### src/rtl/ahb_pkg.sv
// Shared AHB-Lite types for the bus arbitration slice.
//   htrans_t    : transfer type encoding on htrans
//   hsize_t     : transfer size encoding on hsize
//   arb_state_t : master arbiter ownership state
package ahb_pkg;

  typedef enum logic [1:0] {
    TransIdle   = 2'b00,
    TransBusy   = 2'b01,
    TransNonseq = 2'b10,
    TransSeq    = 2'b11
  } htrans_t;

  typedef enum logic [2:0] {
    SizeByte   = 3'b000,
    SizeHalf   = 3'b001,
    SizeWord   = 3'b010,
    SizeDword  = 3'b011,
    Size4Word  = 3'b100,
    Size8Word  = 3'b101,
    Size16Word = 3'b110,
    Size32Word = 3'b111
  } hsize_t;

  typedef enum logic [1:0] {
    ArbPark,
    ArbGranted,
    ArbLocked
  } arb_state_t;

endpackage

### src/rtl/rr_picker.sv
// Combinational round-robin picker.
//   req_i   : request vector, one bit per requester
//   ptr_i   : index of the last winner; search starts at ptr_i + 1 and wraps
//   grant_o : one-hot winner (all zero when nothing requests)
//   valid_o : at least one request present
// The last-winner position is visited last, so it wins again only when alone.
module rr_picker #(
  parameter int unsigned N    = 3,
  parameter int unsigned IdxW = (N > 1) ? $clog2(N) : 1
) (
  input  logic [N-1:0]    req_i,
  input  logic [IdxW-1:0] ptr_i,
  output logic [N-1:0]    grant_o,
  output logic            valid_o
);

  logic            found;
  logic [IdxW-1:0] cand;

  always_comb begin
    grant_o = '0;
    found   = 1'b0;
    cand    = '0;
    for (int unsigned i = 1; i <= N; i++) begin
      cand = IdxW'((32'(ptr_i) + i) % N);
      if (!found && req_i[cand]) begin
        found         = 1'b1;
        grant_o[cand] = 1'b1;
      end
    end
  end

  assign valid_o = found;

endmodule

### src/rtl/ahb_master_arbiter.sv
// AHB-Lite multi-master arbiter: shares one slave-side fabric among masters.
//   i_hclk / i_hreset       : bus clock, asynchronous active-low reset
//   i_hbusreq / i_hlock     : per-master request and locked-sequence request
//   i_haddr_m .. i_hwdata_m : packed per-master address/control/write data
//   i_hready                : muxed slave ready from the decoder
//   o_hgrant / o_hmaster    : one-hot grant and address-phase owner index
//   o_data_master           : data-phase owner for read data / ready return
//   o_hmastlock             : current transfer is locked
//   o_haddr .. o_hwdata     : shared-bus signals steered from the owners
module ahb_master_arbiter import ahb_pkg::*; #(
  parameter int unsigned MASTER_COUNT   = 3,
  parameter int unsigned ADDR_WIDTH     = 32,
  parameter int unsigned DATA_WIDTH     = 32,
  parameter int unsigned DEFAULT_MASTER = 0,
  localparam int unsigned MIDX_W        = $clog2(MASTER_COUNT)
) (
  input  logic                           i_hclk,
  input  logic                           i_hreset,
  input  logic [MASTER_COUNT-1:0]        i_hbusreq,
  input  logic [MASTER_COUNT-1:0]        i_hlock,
  input  logic [MASTER_COUNT*ADDR_WIDTH-1:0] i_haddr_m,
  input  logic [MASTER_COUNT*2-1:0]      i_htrans_m,
  input  logic [MASTER_COUNT-1:0]        i_hwrite_m,
  input  logic [MASTER_COUNT*3-1:0]      i_hsize_m,
  input  logic [MASTER_COUNT*DATA_WIDTH-1:0] i_hwdata_m,
  input  logic                           i_hready,
  output logic [MASTER_COUNT-1:0]        o_hgrant,
  output logic [MIDX_W-1:0]              o_hmaster,
  output logic [MIDX_W-1:0]              o_data_master,
  output logic                           o_hmastlock,
  output logic [ADDR_WIDTH-1:0]          o_haddr,
  output logic [1:0]                     o_htrans,
  output logic                           o_hwrite,
  output logic [2:0]                     o_hsize,
  output logic [DATA_WIDTH-1:0]          o_hwdata
);

  localparam logic [MIDX_W-1:0] DefIdx = MIDX_W'(DEFAULT_MASTER);

  arb_state_t        state_q, state_d;
  logic [MIDX_W-1:0] hmaster_q, hmaster_d;
  logic [MIDX_W-1:0] data_master_q;
  logic [MIDX_W-1:0] rr_ptr_q, rr_ptr_d;
  logic              hmastlock_q, hmastlock_d;

  logic [MASTER_COUNT-1:0] pick_grant;
  logic                    pick_valid;
  logic [MIDX_W-1:0]       pick_idx;
  logic                    pick_lock;

  logic [ADDR_WIDTH-1:0] own_addr;
  logic [1:0]            own_trans;
  logic                  own_write;
  logic [2:0]            own_size;
  logic                  own_req;
  logic                  own_lock;
  logic [DATA_WIDTH-1:0] dp_wdata;
  logic                  inhibit;

  rr_picker #(
    .N    (MASTER_COUNT),
    .IdxW (MIDX_W)
  ) u_rr_picker (
    .req_i   (i_hbusreq),
    .ptr_i   (rr_ptr_q),
    .grant_o (pick_grant),
    .valid_o (pick_valid)
  );

  always_comb begin
    pick_idx = '0;
    for (int unsigned k = 0; k < MASTER_COUNT; k++) begin
      if (pick_grant[k]) pick_idx = MIDX_W'(k);
    end
  end

  assign pick_lock = |(pick_grant & i_hlock);

  // Owner slice select; unreachable indices fall back to the default master.
  always_comb begin
    own_addr  = i_haddr_m[DEFAULT_MASTER*ADDR_WIDTH +: ADDR_WIDTH];
    own_trans = i_htrans_m[DEFAULT_MASTER*2 +: 2];
    own_write = i_hwrite_m[DEFAULT_MASTER];
    own_size  = i_hsize_m[DEFAULT_MASTER*3 +: 3];
    own_req   = i_hbusreq[DEFAULT_MASTER];
    own_lock  = i_hlock[DEFAULT_MASTER];
    dp_wdata  = i_hwdata_m[DEFAULT_MASTER*DATA_WIDTH +: DATA_WIDTH];
    for (int unsigned k = 0; k < MASTER_COUNT; k++) begin
      if (hmaster_q == MIDX_W'(k)) begin
        own_addr  = i_haddr_m[k*ADDR_WIDTH +: ADDR_WIDTH];
        own_trans = i_htrans_m[k*2 +: 2];
        own_write = i_hwrite_m[k];
        own_size  = i_hsize_m[k*3 +: 3];
        own_req   = i_hbusreq[k];
        own_lock  = i_hlock[k];
      end
      if (data_master_q == MIDX_W'(k)) begin
        dp_wdata = i_hwdata_m[k*DATA_WIDTH +: DATA_WIDTH];
      end
    end
  end

  // A burst in progress (BUSY/SEQ) must not lose the address phase.
  assign inhibit = (own_trans == TransBusy) || (own_trans == TransSeq);

  always_ff @(posedge i_hclk or negedge i_hreset) begin
    if (!i_hreset) begin
      state_q       <= ArbPark;
      hmaster_q     <= DefIdx;
      data_master_q <= DefIdx;
      rr_ptr_q      <= DefIdx;
      hmastlock_q   <= 1'b0;
    end else if (i_hready) begin
      state_q       <= state_d;
      hmaster_q     <= hmaster_d;
      data_master_q <= hmaster_q;
      rr_ptr_q      <= rr_ptr_d;
      hmastlock_q   <= hmastlock_d;
    end
  end

  always_comb begin
    state_d   = state_q;
    hmaster_d = hmaster_q;
    rr_ptr_d  = rr_ptr_q;
    unique case (state_q)
      ArbPark: begin
        if (pick_valid) begin
          hmaster_d = pick_idx;
          rr_ptr_d  = pick_idx;
          state_d   = pick_lock ? ArbLocked : ArbGranted;
        end
      end
      ArbGranted: begin
        if (own_lock && own_req) begin
          state_d = ArbLocked;
        end else if (inhibit) begin
          state_d = ArbGranted;
        end else if (pick_valid) begin
          hmaster_d = pick_idx;
          rr_ptr_d  = pick_idx;
          state_d   = pick_lock ? ArbLocked : ArbGranted;
        end else begin
          hmaster_d = DefIdx;
          state_d   = ArbPark;
        end
      end
      ArbLocked: begin
        // Keep the grant one more cycle after hlock drops so the final
        // locked transfer completes before re-arbitration.
        if (!own_lock) state_d = ArbGranted;
      end
      default: begin
        hmaster_d = DefIdx;
        state_d   = ArbPark;
      end
    endcase

    hmastlock_d = 1'b0;
    for (int unsigned k = 0; k < MASTER_COUNT; k++) begin
      if (hmaster_d == MIDX_W'(k)) hmastlock_d = i_hlock[k] & i_hbusreq[k];
    end
  end

  always_comb begin
    o_hgrant = '0;
    for (int unsigned k = 0; k < MASTER_COUNT; k++) begin
      o_hgrant[k] = (hmaster_q == MIDX_W'(k));
    end
    o_hmaster     = hmaster_q;
    o_data_master = data_master_q;
    o_hmastlock   = hmastlock_q;
    o_haddr       = own_addr;
    o_htrans      = own_trans;
    o_hwrite      = own_write;
    o_hsize       = own_size;
    o_hwdata      = dp_wdata;
  end

endmodule
### config.mk
export PLATFORM = sky130hd
export DESIGN_NAME = ahb_master_arbiter
export DESIGN_NICKNAME = d
export VERILOG_FILES = /design/src/rtl/ahb_pkg.sv /design/src/rtl/rr_picker.sv /design/src/rtl/ahb_master_arbiter.sv
export SDC_FILE = /design/constraint.sdc
export NUM_CORES = 1
export LEC_CHECK = 0
export CORE_AREA = 2 2 115 117
export DETAILED_ROUTE_END_ITERATION = 6
export DIE_AREA = 0 0 117 119
export PLACE_DENSITY_LB_ADDON = 0.2
export SLEW_MARGIN = 15
export SYNTH_ARGS = -nofsm -noshare
export SYNTH_HDL_FRONTEND = slang
export SYNTH_SLANG_ARGS = --single-unit
### constraint.sdc
create_clock -name i_hclk -period 4.4 [get_ports i_hclk]
set_clock_uncertainty 0.15 [all_clocks]
set_input_delay 0.88 -clock i_hclk [delete_from_list [all_inputs] [get_ports i_hclk]]
set_output_delay 0.88 -clock i_hclk [all_outputs]
set_load 0.01 [all_outputs]
==> Word-level counts from Yosys, hierarchy flattened <==
Cells that the tools add are included.
{ "word_totals": {"wordCells": 106, "out_inout_bits": 78, "reg_bits": 9} }
{ "op_classes": {"bitwise": 6, "div": 3, "addsub": 3, "mux": 53, "n_reduce_logical": 16, "n_eq_ne": 14, "order_cmp": 6} }
{ "ops": {"columns": ["op", "count"], "rows": [
  ["two-way mux 32 bit", 4],
  ["modulo 32 x 2 -> 32 bit (second input constant)", 3],
  ["two-way mux 2 bit", 16],
  ["two-way mux 1 bit", 19],
  ["two-way mux 3 bit", 5],
  ["case mux 2 bit (3 select lines)", 2],
  ["== test 2 x 1 -> 1 bit (second input constant)", 5],
  ["== test 2 bit (second input constant)", 5],
  ["< comparator 2 x 3 -> 1 bit (second input constant)", 3],
  ["inequality test 2 bit (second input constant)", 4],
  ["adder 2 x 2 -> 3 bit (second input constant)", 2],
  ["binary-select mux 1 bit (select 2 bit)", 3],
  ["demux 1 bit (select 2 bit)", 3],
  [">= comparator 2 x 1 -> 1 bit (second input constant)", 3],
  ["logical AND 1 bit", 6],
  ["logical NOT 2 bit", 3],
  ["bitwise OR 3 bit", 2],
  ["case mux 2 bit (2 select lines)", 1],
  ["AND reduction 4 bit", 1],
  ["adder 2 x 1 -> 3 bit (second input constant)", 1],
  ["AND 1 bit", 3],
  ["AND 3 bit", 1],
  ["AND reduction 3 bit", 1],
  ["OR reduction 3 bit", 1],
  ["3 further kinds", 4]
]} }

==> Depth between registers and ports, before layout <==
Gate-level depths: netlist of run 1.
{ "depth": {"ltp_word": 21, "ltp_mapped": 10, "ltp_nobuf": 9} }

==> Modules after synthesis <==
Synthesis of run 1 repeated with hierarchy kept, for this count alone.
{ "hier_totals": {"cells_unflattened": 428, "area_unflattened_um2": 3118.0} }
{ "by_module_without_submodules": {"columns": ["module", "cells_per_inst", "n_inst", "area_each_um2"], "rows": [
  ["ahb_master_arbiter", 389, 1, 2850.2],
  ["rr_picker", 39, 1, 267.8]
]} }

==> Least setup slack after synthesis of run 1 <==
OpenSTA, ideal clock, no wires.
{ "synth_timing": {"path_type": "input port to flip-flop", "startpoint": "in i_hbusreq[1]", "endpoint": "reg hmastlock_q (netlist: o_hmastlock)", "stages": 8, "arrival_ns": 2.619, "slack_ns": 1.545, "cell_sequence": "buf_4 a22o_1 or3_4 a21o_1 and2_1 a21boi_4 mux2_4 o221ai_2"} }
{ "synth_via": {"elab_chain_len": 19, "word_cells_on_any_way": 35} }
{ "synth_lines": {"columns": ["element", "line", "source"], "rows": [
  ["start: declaration", "ahb_master_arbiter.sv:19", "input logic [MASTER_COUNT-1:0] i_hbusreq,"],
  ["binary-select mux 1 bit (select 2 bit)", "rr_picker.sv:26", "if (!found && req_i[cand]) begin"],
  ["two-way mux 1 bit (implied by the code)", "rr_picker.sv:26", null],
  ["two-way mux 1 bit", "rr_picker.sv:26", null],
  ["logical NOT 1 bit", "rr_picker.sv:26", null],
  ["logical AND 1 bit", "rr_picker.sv:26", null],
  ["two-way mux 1 bit", "rr_picker.sv:26", null],
  ["logical NOT 1 bit", "rr_picker.sv:26", null],
  ["logical AND 1 bit", "rr_picker.sv:26", null],
  ["[2 not listed]", null, null],
  ["two-way mux 2 bit", "ahb_master_arbiter.sv:73", "if (pick_grant[k]) pick_idx = MIDX_W'(k);"],
  ["two-way mux 2 bit", "ahb_master_arbiter.sv:139", "end else if (pick_valid) begin"],
  ["two-way mux 2 bit", "ahb_master_arbiter.sv:137", "end else if (inhibit) begin"],
  ["two-way mux 2 bit", "ahb_master_arbiter.sv:135", "if (own_lock && own_req) begin"],
  ["case mux 2 bit (3 select lines)", "ahb_master_arbiter.sv:126", "unique case (state_q)"],
  ["logical NOT 2 bit", "ahb_master_arbiter.sv:161", "if (hmaster_d == MIDX_W'(k)) hmastlock_d = i_hlock[k] & i_hbusreq[k];"],
  ["two-way mux 1 bit (2 in series)", "ahb_master_arbiter.sv:161", null],
  ["two-way mux 1 bit (*)", "ahb_master_arbiter.sv:161", null],
  ["end signal: assignment", "ahb_master_arbiter.sv:118", "hmastlock_q <= hmastlock_d;"],
  ["end: declaration", "ahb_master_arbiter.sv:44", "logic hmastlock_q, hmastlock_d;"]
]} }
Every way passes the cells marked *; elsewhere a longest branch is shown, timed or not. The select of a mux whose other input is x is not followed.
A chain may end at the register's enable or synchronous reset.

==> Final worst setup path of run 1 <==
{ "layout_timing": {"startpoint": "reg hmaster_q[1] (netlist: o_hmaster[1])", "endpoint": "out o_hsize[1]"} }
{ "layout_via": {"elab_chain_len": 3, "word_cells_on_any_way": 4} }
{ "layout_lines": {"columns": ["element", "line", "source"], "rows": [
  ["start: declaration", "ahb_master_arbiter.sv:41", "logic [MIDX_W-1:0] hmaster_q, hmaster_d;"],
  ["start signal: assignment", "ahb_master_arbiter.sv:109", "hmaster_q <= DefIdx;"],
  ["start signal: assignment", "ahb_master_arbiter.sv:115", "hmaster_q <= hmaster_d;"],
  ["== test 2 x 1 -> 1 bit", "ahb_master_arbiter.sv:89", "if (hmaster_q == MIDX_W'(k)) begin"],
  ["two-way mux 3 bit", "ahb_master_arbiter.sv:89", null],
  ["two-way mux 3 bit (*)", "ahb_master_arbiter.sv:89", null],
  ["end: declaration", "ahb_master_arbiter.sv:34", "output logic [2:0] o_hsize,"]
]} }
Every way passes the cells marked *; elsewhere a longest branch is shown, timed or not.

==> results of run 1 <==
metal layers:
layer  wire [um]  global-route usage (%)
met5           0                       0
met4         336                    4.41
met3        1180                    4.63
met2        6970                    33.7
met1        4950                    18.9
through the flow:
step	total power (W)	std cells	worst slack [ns]
2_1_floorplan	0.00202	434	1.55
3_3_place_gp	0.00339	866	0.895
3_5_place_dp	0.00344	866	0.891
4_1_cts	0.00362	870	0.690
5_1_grt	0.00386	870	0.520
6_report	0.00359	870	0.717
registers in the layout (all words and copies together), names as in the netlist:
| signal | cells |
|---|---|
| o_data_master | 2 |
| o_hmaster | 2 |
| rr_ptr_q | 2 |
| state_q | 2 |
| o_hmastlock | 1 |
synthesized netlist by cell type, drive strengths merged, types with 3 or more instances:
cell type and instances:
mux2i 76, nor2b 75, a21oi 72, a211oi 70, clkbuf 32, buf 14, dfrtp 9, inv 7
nand2 7, nand3 7, nand2b 6, o21ai 5, ha 4, mux2 4, a32oi 3, nor2 3
o211ai 3, or3b 3
power by group through the flow:
stage | Combinational [W] | Clock (W) | Sequential [W]
after floorplan | 0.00185 | 0 | 0.000165
after detailed placement | 0.00292 | 0 | 0.000525
final | 0.00291 | 0.000159 | 0.000521
after global placement | 0.00288 | 0 | 0.000510
after global routing | 0.00312 | 0.000171 | 0.000564
after CTS | 0.00293 | 0.000163 | 0.000525
worst max path at each step:
stage             startpoint     endpoint  slack, ns
2_1_floorplan   i_hbusreq[1]  o_hmastlock       1.55
3_3_place_gp   i_htrans_m[0]  o_htrans[0]       0.90
3_5_place_dp    i_hbusreq[1]   state_q[1]       0.89
4_1_cts         o_hmaster[1]   o_hsize[1]       0.69
5_1_grt         o_hmaster[1]   o_hsize[1]       0.52
6_report        o_hmaster[1]   o_hsize[1]       0.72
logic make-up (layout without fill, tap and decap cells):
logic type / after synthesis / in the layout
mux: 80 / 80
flops: 9 / 9
fa+ha+maj: 4 / 4
buf+inv: 53 / 313
compound gates: 174 / 174
xor+xnor: 1 / 1
simple gates: 113 / 113
tightest hold or removal path, delay by kind of cell (launching register included):
kind               cells  cell delay (ns)
and+or+nand+nor        1             0.07
DFF                    1             0.34
AOI/OAI and AO/OA      1             0.05
final cells by class:
cell class	count	area [um^2]
fill	1239	6590
timing repair buffer	302	3010
multi-input combinational	372	2720
sequential	9	235
tap	176	220
clock buffer	4	78.8
inverter	7	26.3
==> results.md, run 1 <==
* Status: completed
* Via count at 4300
* Num CTS Buffers at 3
* Hold_buf cts at 0
* CP max stage delay at 0.98 ns
* I/O Pins at 297
* Fmax at 272 MHz
* Yosys top cell by area: mux2i_1
* Synth Area in XOR/XNOR at 0.277%
* Crit-path cells: buf_4, nor2b_1, a211oi_1, a21oi_1, clkdlybuf4s50_1
* Slew @ Worst Pin at 1.13 ns
* WP data arrival at 2.65 ns
* Reg power frac at 14.5%
* Post-Syn Instances at 434
* Diode count at 0
* Critical R2R Launch: o_hmaster[0]
* Logic pwr share at 81.0%
* Setup crit end kind: output pin
* Share of the synthesized area in the top cell type at 24.0%
* GRT overflow at 0
* Die ar. at 13900 um^2
* CTS tree: done
* RSZ-0062 raised after global routing: no
* Peak supply drop at 0.375 mV
* Iteration-0 DRC Markers at 96
* DR DRC count at 0
* Post-synth EDFFs at 0
* Syn_nets at 657
* FF+latch count, synth at 9
* Worst-case hold path end point: o_hmastlock
* Die Wd at 117 um
* TNS Setup at 0 ns
* Worst reg2reg setup slack at 1.17 ns
* Crit path max fanout at 79
* CP max-delay cell: dfrtp_4
* Number of clock sinks at 9
* Worst path bufs/invs at 2
* Levels on crit path at 5
* Minimum clock period at 3.68 ns
* Pint at 0.00191 W
* Drt total wl at 13400 um
* Main combinational cell family by area after synthesis: compound AO/OA/AOI/OAI gates
* # port buffers at 296
* Hold WS at 0.349 ns
* Ranking of synthesized cells by area: mux2i_1, a211oi_1, nor2b_1, a21oi_1, dfrtp_1
* Postcts setup bufs at 0
* Clock transition at the registers of the reported paths at 0.04 ns
* Post-Synth Adder-Cell Area at 1.58%
* CP Class: reg -> out
* CP top delay family: buffers and inverters
* Final nets at 918
* Startpoint Class: flip-flop
* Post-CTS Resized at 0
* Reg2reg path depth at 8
* Main synth FF type: dfrtp_1
* Syn avg cell area at 7.30 um^2
* P_sw at 0.00168 W
* Final setup fails at 0
* Worst hold path startpoint: o_hmastlock
* Number of global-route vias before repair at 4103
* Avg WL per Cell at 15.4 um
* Later-pin clock latency in the skew report at 0.23 ns
* Max Slew Vio Count at 0
* Leakage Power at 2.36 nW
* # Max-Cap Violations at 0
* Detailed Routing Iterations Pass 1 at 4
* H-tree depth at 1
* Clock root buffer: clkbuf_16
* Post-synth ARST share at 100%
* PD cells at 570 nW/um^2
* Synth unique cells at 49
* RR Endpoint: o_hmastlock
* Commonest non-fill, non-tap cell in the layout: clkdlybuf4s50_1
* Syn-to-layout area delta at 98.5%
* Layout cell share with drive strength beyond 1 at 3.31%
* Vias per cell at 4.94
* Hold Path Class: reg -> reg
* Register area share after synthesis at 7.11%
* CTS max path bufs at 2
* Req. time, crit path at 3.37 ns
* Total placed instance area at 6210 um^2
* Yosys warns at 0
* Switch share at 46.7%
* Fin. Hold Viols at 0
* DRT antenna net count at 0
* Final Cycle Share at 83.7%
* Initial Util at 24.6%
* All-Layer GR Usage at 17.7%
* Mapped cell area at 3170 um^2
* Post-Synth Simple-Gate Area at 22.0%
* First-pass GRT wire length at 20200 um
* Fin util at 48.8%
* GP Congestion at 0.853
* CORE AREA at 12900 um^2
* Mux contribution to synthesized area at 25.6%
* Die Ht at 119 um
* WHS Path Cells at 2
* Power share of the clock group at 4.4%
* Post-route cell area at 6290 um^2
* Row cnt at 42
* Pin count of the biggest net entering global routing at 99
* Placed wire-length estimate at 11100 um
* Slew margin rel. at 24.5%
* Initial antenna violation count at 0
* Synth Area in Compound Gates at 36.4%
* Most frequent cells in the layout: clkdlybuf4s50_1, mux2i_1, nor2b_1
Power figures use the tool's default switching activity.
==> run 2: changes to the inputs <==
Settings changed: CORE_AREA 2 2 115 117 to 2 2 114 116, DIE_AREA 0 0 117 119 to 0 0 116 118.
Clock period 4.4 ns to 3.3 ns, I/O delays scaled along.
==> results.md, run 2 (synthesis results as in run 1) <==
* Status: completed
* Met3 Wirelength at 1220 um (+2.9%)
* PD cells at 766 nW/um^2 (+34%)
* GP Congestion at 0.906 (+6.3%)
* RSZ-0062 raised after global routing: no
* Setup ws final at 0.242 ns (-0.475 ns)
* Die ar. at 13700 um^2 (-1.7%)
* Overall Power at 0.00489 W (+36%)
* Leakage Power at 2.40 nW (+2.0%)
* CP max-delay cell: clkdlybuf4s50_1
* Die Wd at 116 um (-0.85%)
* Slew @ Worst Pin at 0.615 ns (-0.517 ns)
* Crit path max fanout at 4 (-95%)
* Row cnt at 41 (-2.4%)
* Hold WS at 0.368 ns (+0.0199 ns)
* Dpl ws at 0.0223 ns (-0.869 ns)
* Num CTS Buffers at 3 (unchanged)
* Power share of the clock group at 4.3% (about the same)
* Post-CTS Resized at 0 (unchanged)
* Top Metal Used: met4
* Pin count of the biggest net entering global routing at 56 (-43%)
* Reg power frac at 9.0% (-5.5 points)
* Met2 routed WL at 7370 um (+5.8%)
* Startpoint Class: input pin
* Max Slew Vio Count at 0 (unchanged)
* Via count at 4313 (+0.30%)
* Iteration-0 DRC Markers at 130 (+35%)
* Vias per cell at 4.95 (about the same)
* Slew margin rel. at 59.0% (+34 points)
* CTS max path bufs at 2 (unchanged)
* Fin. Hold Viols at 0 (unchanged)
* Later-pin clock latency in the skew report at 0.23 ns (about the same)
* Postcts setup bufs at 0 (unchanged)
* # port buffers at 296 (unchanged)
* Clock transition at the registers of the reported paths at 0.04 ns (about the same)
* Pint at 0.00263 W (+38%)
* Fmax at 327 MHz
* Drt total wl at 13800 um (+2.4%)
* TNS Setup at 0 ns (unchanged)
* Layout cell share with drive strength beyond 1 at 4.14% (+0.83 points)
* CORE AREA at 12400 um^2 (-3.6%)
* Avg WL per Cell at 15.8 um (+2.1%)
* DR DRC count at 0 (unchanged)
* I/O Pins at 297 (unchanged)
* Minimum clock period at 3.06 ns
* # Max-Cap Violations at 0 (unchanged)
* Final nets at 924 (+0.65%)
* Logic pwr share at 86.8% (+5.8 points)
* # fillers at 1239 (unchanged)
* Final Cycle Share at 92.7%
* Number of global-route vias before repair at 4258 (+3.8%)
* Syn-to-layout area delta at 101%
* Crit-path cells: clkdlybuf4s50_1, mux2i_1, mux2i_1, clkdlybuf4s50_1
* H-tree depth at 1 (unchanged)
* Initial antenna violation count at 0 (unchanged)
* CP max stage delay at 0.63 ns (-0.35 ns)
* Hold Path Class: reg -> reg
* DRT antenna net count at 0 (unchanged)
* CP Class: in -> out
* First-pass GRT wire length at 20900 um (+3.5%)
* GRT overflow at 0 (unchanged)
* Placed wire-length estimate at 11600 um (+4.8%)
* Initial Util at 25.5% (+0.91 points)
* Number of clock sinks at 9 (unchanged)
* Diode count at 0 (unchanged)
* CTS tree: done
* P_sw at 0.00225 W (+34%)
* CP top delay family: buffers and inverters
* Worst path bufs/invs at 2 (unchanged)
* Detailed Routing Iterations Pass 1 at 4 (unchanged)
* Most frequent cells in the layout: clkdlybuf4s50_1, mux2i_1, nor2b_1
* Die Ht at 118 um (-0.84%)
* Peak supply drop at 0.436 mV (+16%)
* Setup crit end kind: output pin
* Clock root buffer: clkbuf_16
* Commonest non-fill, non-tap cell in the layout: clkdlybuf4s50_1
* Final setup fails at 0 (unchanged)
* Switch share at 46.1% (-0.67 points)
* All-Layer GR Usage at 18.6% (+0.92 points)
* WP data arrival at 2.25 ns (-0.40 ns)
* Req. time, crit path at 2.49 ns (-0.88 ns)
* Wl on met1 at 4970 um (+0.49%)
* Hold_buf cts at 0 (unchanged)
## run 2: worst register-to-register path, cell delays in order (launching register included)
cell and delay, ns:
dfrtp_1 0.37, inv_1 0.08, ha_1 0.31, a22o_1 0.30
or3_4 0.39, a21o_1 0.20, and2_1 0.21, a21boi_4 0.18
mux2_4 0.32, o221ai_2 0.18
## run 2: worst paths after layout
path / startpoint / to / slack (ns) / cells past startpoint
worst min-delay path: o_hmastlock / o_hmastlock / 0.37 / 2
max in group asynchronous: i_hreset / o_hmaster[1] / 2.09 / 1
worst max-delay path: i_htrans_m[0] / o_htrans[0] / 0.24 / 4
min in group asynchronous: i_hreset / rr_ptr_q[0] / 0.58 / 1
worst max register to register: rr_ptr_q[0] / o_hmastlock / 0.54 / 9
worst min register to register: o_hmastlock / o_hmastlock / 0.37 / 2
## run 2: area by class of cell
type	count	area, um^2	share of cell area [%]
Tap cell	172	215	3.38
Multi-Input combinational cell	372	2720	42.6
Inverter	7	26.3	0.412
Sequential cell	9	235	3.69
Clock buffer	4	78.8	1.24
Timing Repair Buffer	308	3100	48.7
## run 2: stage by stage
stage | util [%] | area, um^2 | std cells
floorplan | - | 3170 | 434
CTS | 51.4 | 6380 | 872
detailed placement | 50.7 | 6300 | 868
global route | 51.4 | 6380 | 872
global placement | 50.7 | 6300 | 868
finish | 51.4 | 6380 | 872
## run 2: routing by layer
| metal | up-vias | track usage, % |
|---|---|---|
| met5 | - | 0 |
| met1 | 1959 | 19.3 |
| met3 | 14 | 5.10 |
| li1 | 2179 | - |
| met2 | 161 | 36.7 |
| met4 | 0 | 3.20 |
## run 2: power groups by stage
stage	registers [W]	logic, W	clock network (W)
5_1_grt	0.000471	0.00457	0.000221
3_3_place_gp	0.000433	0.00422	0
3_5_place_dp	0.000444	0.00426	0
4_1_cts	0.000442	0.00428	0.000214
2_1_floorplan	0.000219	0.00247	0
6_report	0.000438	0.00424	0.000208
==> run 3: changes to the inputs <==
Settings changed: CELL_PAD_IN_SITES_DETAIL_PLACEMENT from default to 1, CELL_PAD_IN_SITES_GLOBAL_PLACEMENT from default to 1, CORE_AREA 2 2 114 116 to default, CORE_UTILIZATION from default to 18, DIE_AREA 0 0 116 118 to default.
==> results.md, run 3 (synthesis results as in run 1) <==
* Status: completed
* Clock transition at the registers of the reported paths at 0.04 ns (about the same)
* Startpoint Class: input pin
* Fin. Hold Viols at 0 (unchanged)
* Req. time, crit path at 3.30 ns (+0.81 ns)
* GRT overflow at 0 (unchanged)
* Via count at 4444 (+3.0%)
* Commonest non-fill, non-tap cell in the layout: clkdlybuf4s50_1
* Hold WS at 0.381 ns (+0.0123 ns)
* Number of global-route vias before repair at 4579 (+7.5%)
* Layout cell share with drive strength beyond 1 at 4.69% (+0.55 points)
* Later-pin clock latency in the skew report at 0.24 ns (about the same)
* Grt met3 use at 4.54% (-0.56 points)
* Gr busiest metal: met2
* Pin count of the biggest net entering global routing at 65 (+16%)
* Vias per cell at 4.79 (-3.2%)
* Diode count at 0 (unchanged)
* WP data arrival at 3.05 ns (+0.80 ns)
* Hold Path Class: reg -> reg
* GP Congestion at 0.861 (-5.0%)
* Placed wire-length estimate at 12800 um (+11%)
* Peak supply drop at 0.324 mV (-26%)
* Setup ws final at 0.247 ns (+0.00534 ns)
* Row cnt at 48 (+17%)
* Final nets at 927 (+0.32%)
* Die Wd at 135 um (+16%)
* CTS max path bufs at 2 (unchanged)
* First-pass GRT wire length at 22900 um (+9.6%)
* Die ar. at 18100 um^2 (+32%)
* TNS Setup at 0 ns (unchanged)
* Die Ht at 135 um (+14%)
* PD cells at 775 nW/um^2 (+1.2%)
* All-Layer GR Usage at 15.7% (-2.9 points)
* Initial Util at 18.4% (-7.1 points)
* Postcts setup bufs at 0 (unchanged)
* DR DRC count at 0 (unchanged)
* Minimum clock period at 3.05 ns (-0.00534 ns)
* Dpl ws at -0.0454 ns (-0.0677 ns)
* Met2 Resource Use GR at 31.3% (-5.3 points)
* # port buffers at 296 (unchanged)
* Detailed Routing Iterations Pass 1 at 4 (unchanged)
* H-tree depth at 1 (unchanged)
* Most frequent cells in the layout: clkdlybuf4s50_1, mux2i_1, nor2b_1
* RSZ-0062 raised after global routing: no
* Number of clock sinks at 9 (unchanged)
* Clock root buffer: clkbuf_16
* I/O Pins at 297 (unchanged)
* Avg WL per Cell at 16.4 um (+4.0%)
* Drt total wl at 15200 um (+11%)
* Met1 Usage GRT at 15.5% (-3.8 points)
* Worst reg2reg setup slack at 0.50 ns (-0.04 ns)
* DRT antenna net count at 0 (unchanged)
* Slew @ Worst Pin at 0.552 ns (-0.0627 ns)
* CTS tree: done
* # Max-Cap Violations at 0 (unchanged)
* CP Class: in -> reg
* Syn-to-layout area delta at 105%
* Slew margin rel. at 63.2% (+4.2 points)
* Hold_buf cts at 0 (unchanged)
* Final Cycle Share at 92.5% (-0.16 points)
* Fmax at 328 MHz (+0.18%)
* Post-CTS Resized at 0 (unchanged)
* Initial antenna violation count at 0 (unchanged)
* Max Slew Vio Count at 0 (unchanged)
* CORE AREA at 17200 um^2 (+39%)
* Num CTS Buffers at 3 (unchanged)
* Crit path max fanout at 10 (+6)
* Overall Power at 0.00504 W (+3.2%)
* Final setup fails at 0 (unchanged)
* Iteration-0 DRC Markers at 107 (-18%)
* Setup crit end kind: flip-flop
* Leakage Power at 2.43 nW (+1.3%)
==> run 3: metrics by stage <==
stage	utilization, %	area, um^2	instances
2_1_floorplan	-	3170	434
3_3_place_gp	37.3	6420	924
3_5_place_dp	37.3	6420	924
4_1_cts	37.7	6500	928
5_1_grt	37.7	6500	928
6_report	37.7	6500	928
==> run 3: final timing paths <==
| check | from | endpoint | cells after the start |
|---|---|---|---|
| max in group asynchronous | i_hreset | o_hmaster[1] | 1 |
| min in group asynchronous | i_hreset | o_data_master[0] | 1 |
| worst min register to register | o_hmastlock | o_hmastlock | 2 |
| worst min-delay path | o_hmastlock | o_hmastlock | 2 |
| worst max-delay path | i_hbusreq[1] | o_hmastlock | 8 |
| worst max register to register | rr_ptr_q[0] | state_q[1] | 9 |
==> run 3: layout make-up <==
type	count	area, um^2
inverters	7	26.3
multi-input cells	372	2720
clock inverters	1	5.00
well taps	225	282
repair buffers	311	3160
fillers	2008	10700
flip-flops and latches	9	235
clock buffers	3	75.1
==> run 3: where the power goes <==
group / switching (W) / internal [W] / total [W]
sequential: 0.000257 / 0.000169 / 0.000426
clock: 0.0000586 / 0.000160 / 0.000219
combinational: 0.00202 / 0.00238 / 0.00440
total: 0.00234 / 0.00271 / 0.00504
==> run 3: worst max-delay path: stages <==
cell and delay [ns]:
clkdlybuf4s50_1 0.60, a22o_1 0.32, or3_4 0.39, a21o_1 0.18, and2_1 0.20, a21boi_4 0.18
mux2_4 0.32, o221ai_2 0.19
==> run 3: routing by layer <==
| metal | share of wire [%] | wire (um) |
|---|---|---|
| met4 | 2.4 | 364 |
| met2 | 53 | 8110 |
| met3 | 8.4 | 1280 |
| met1 | 36 | 5480 |
| met5 | 0 | 0 |
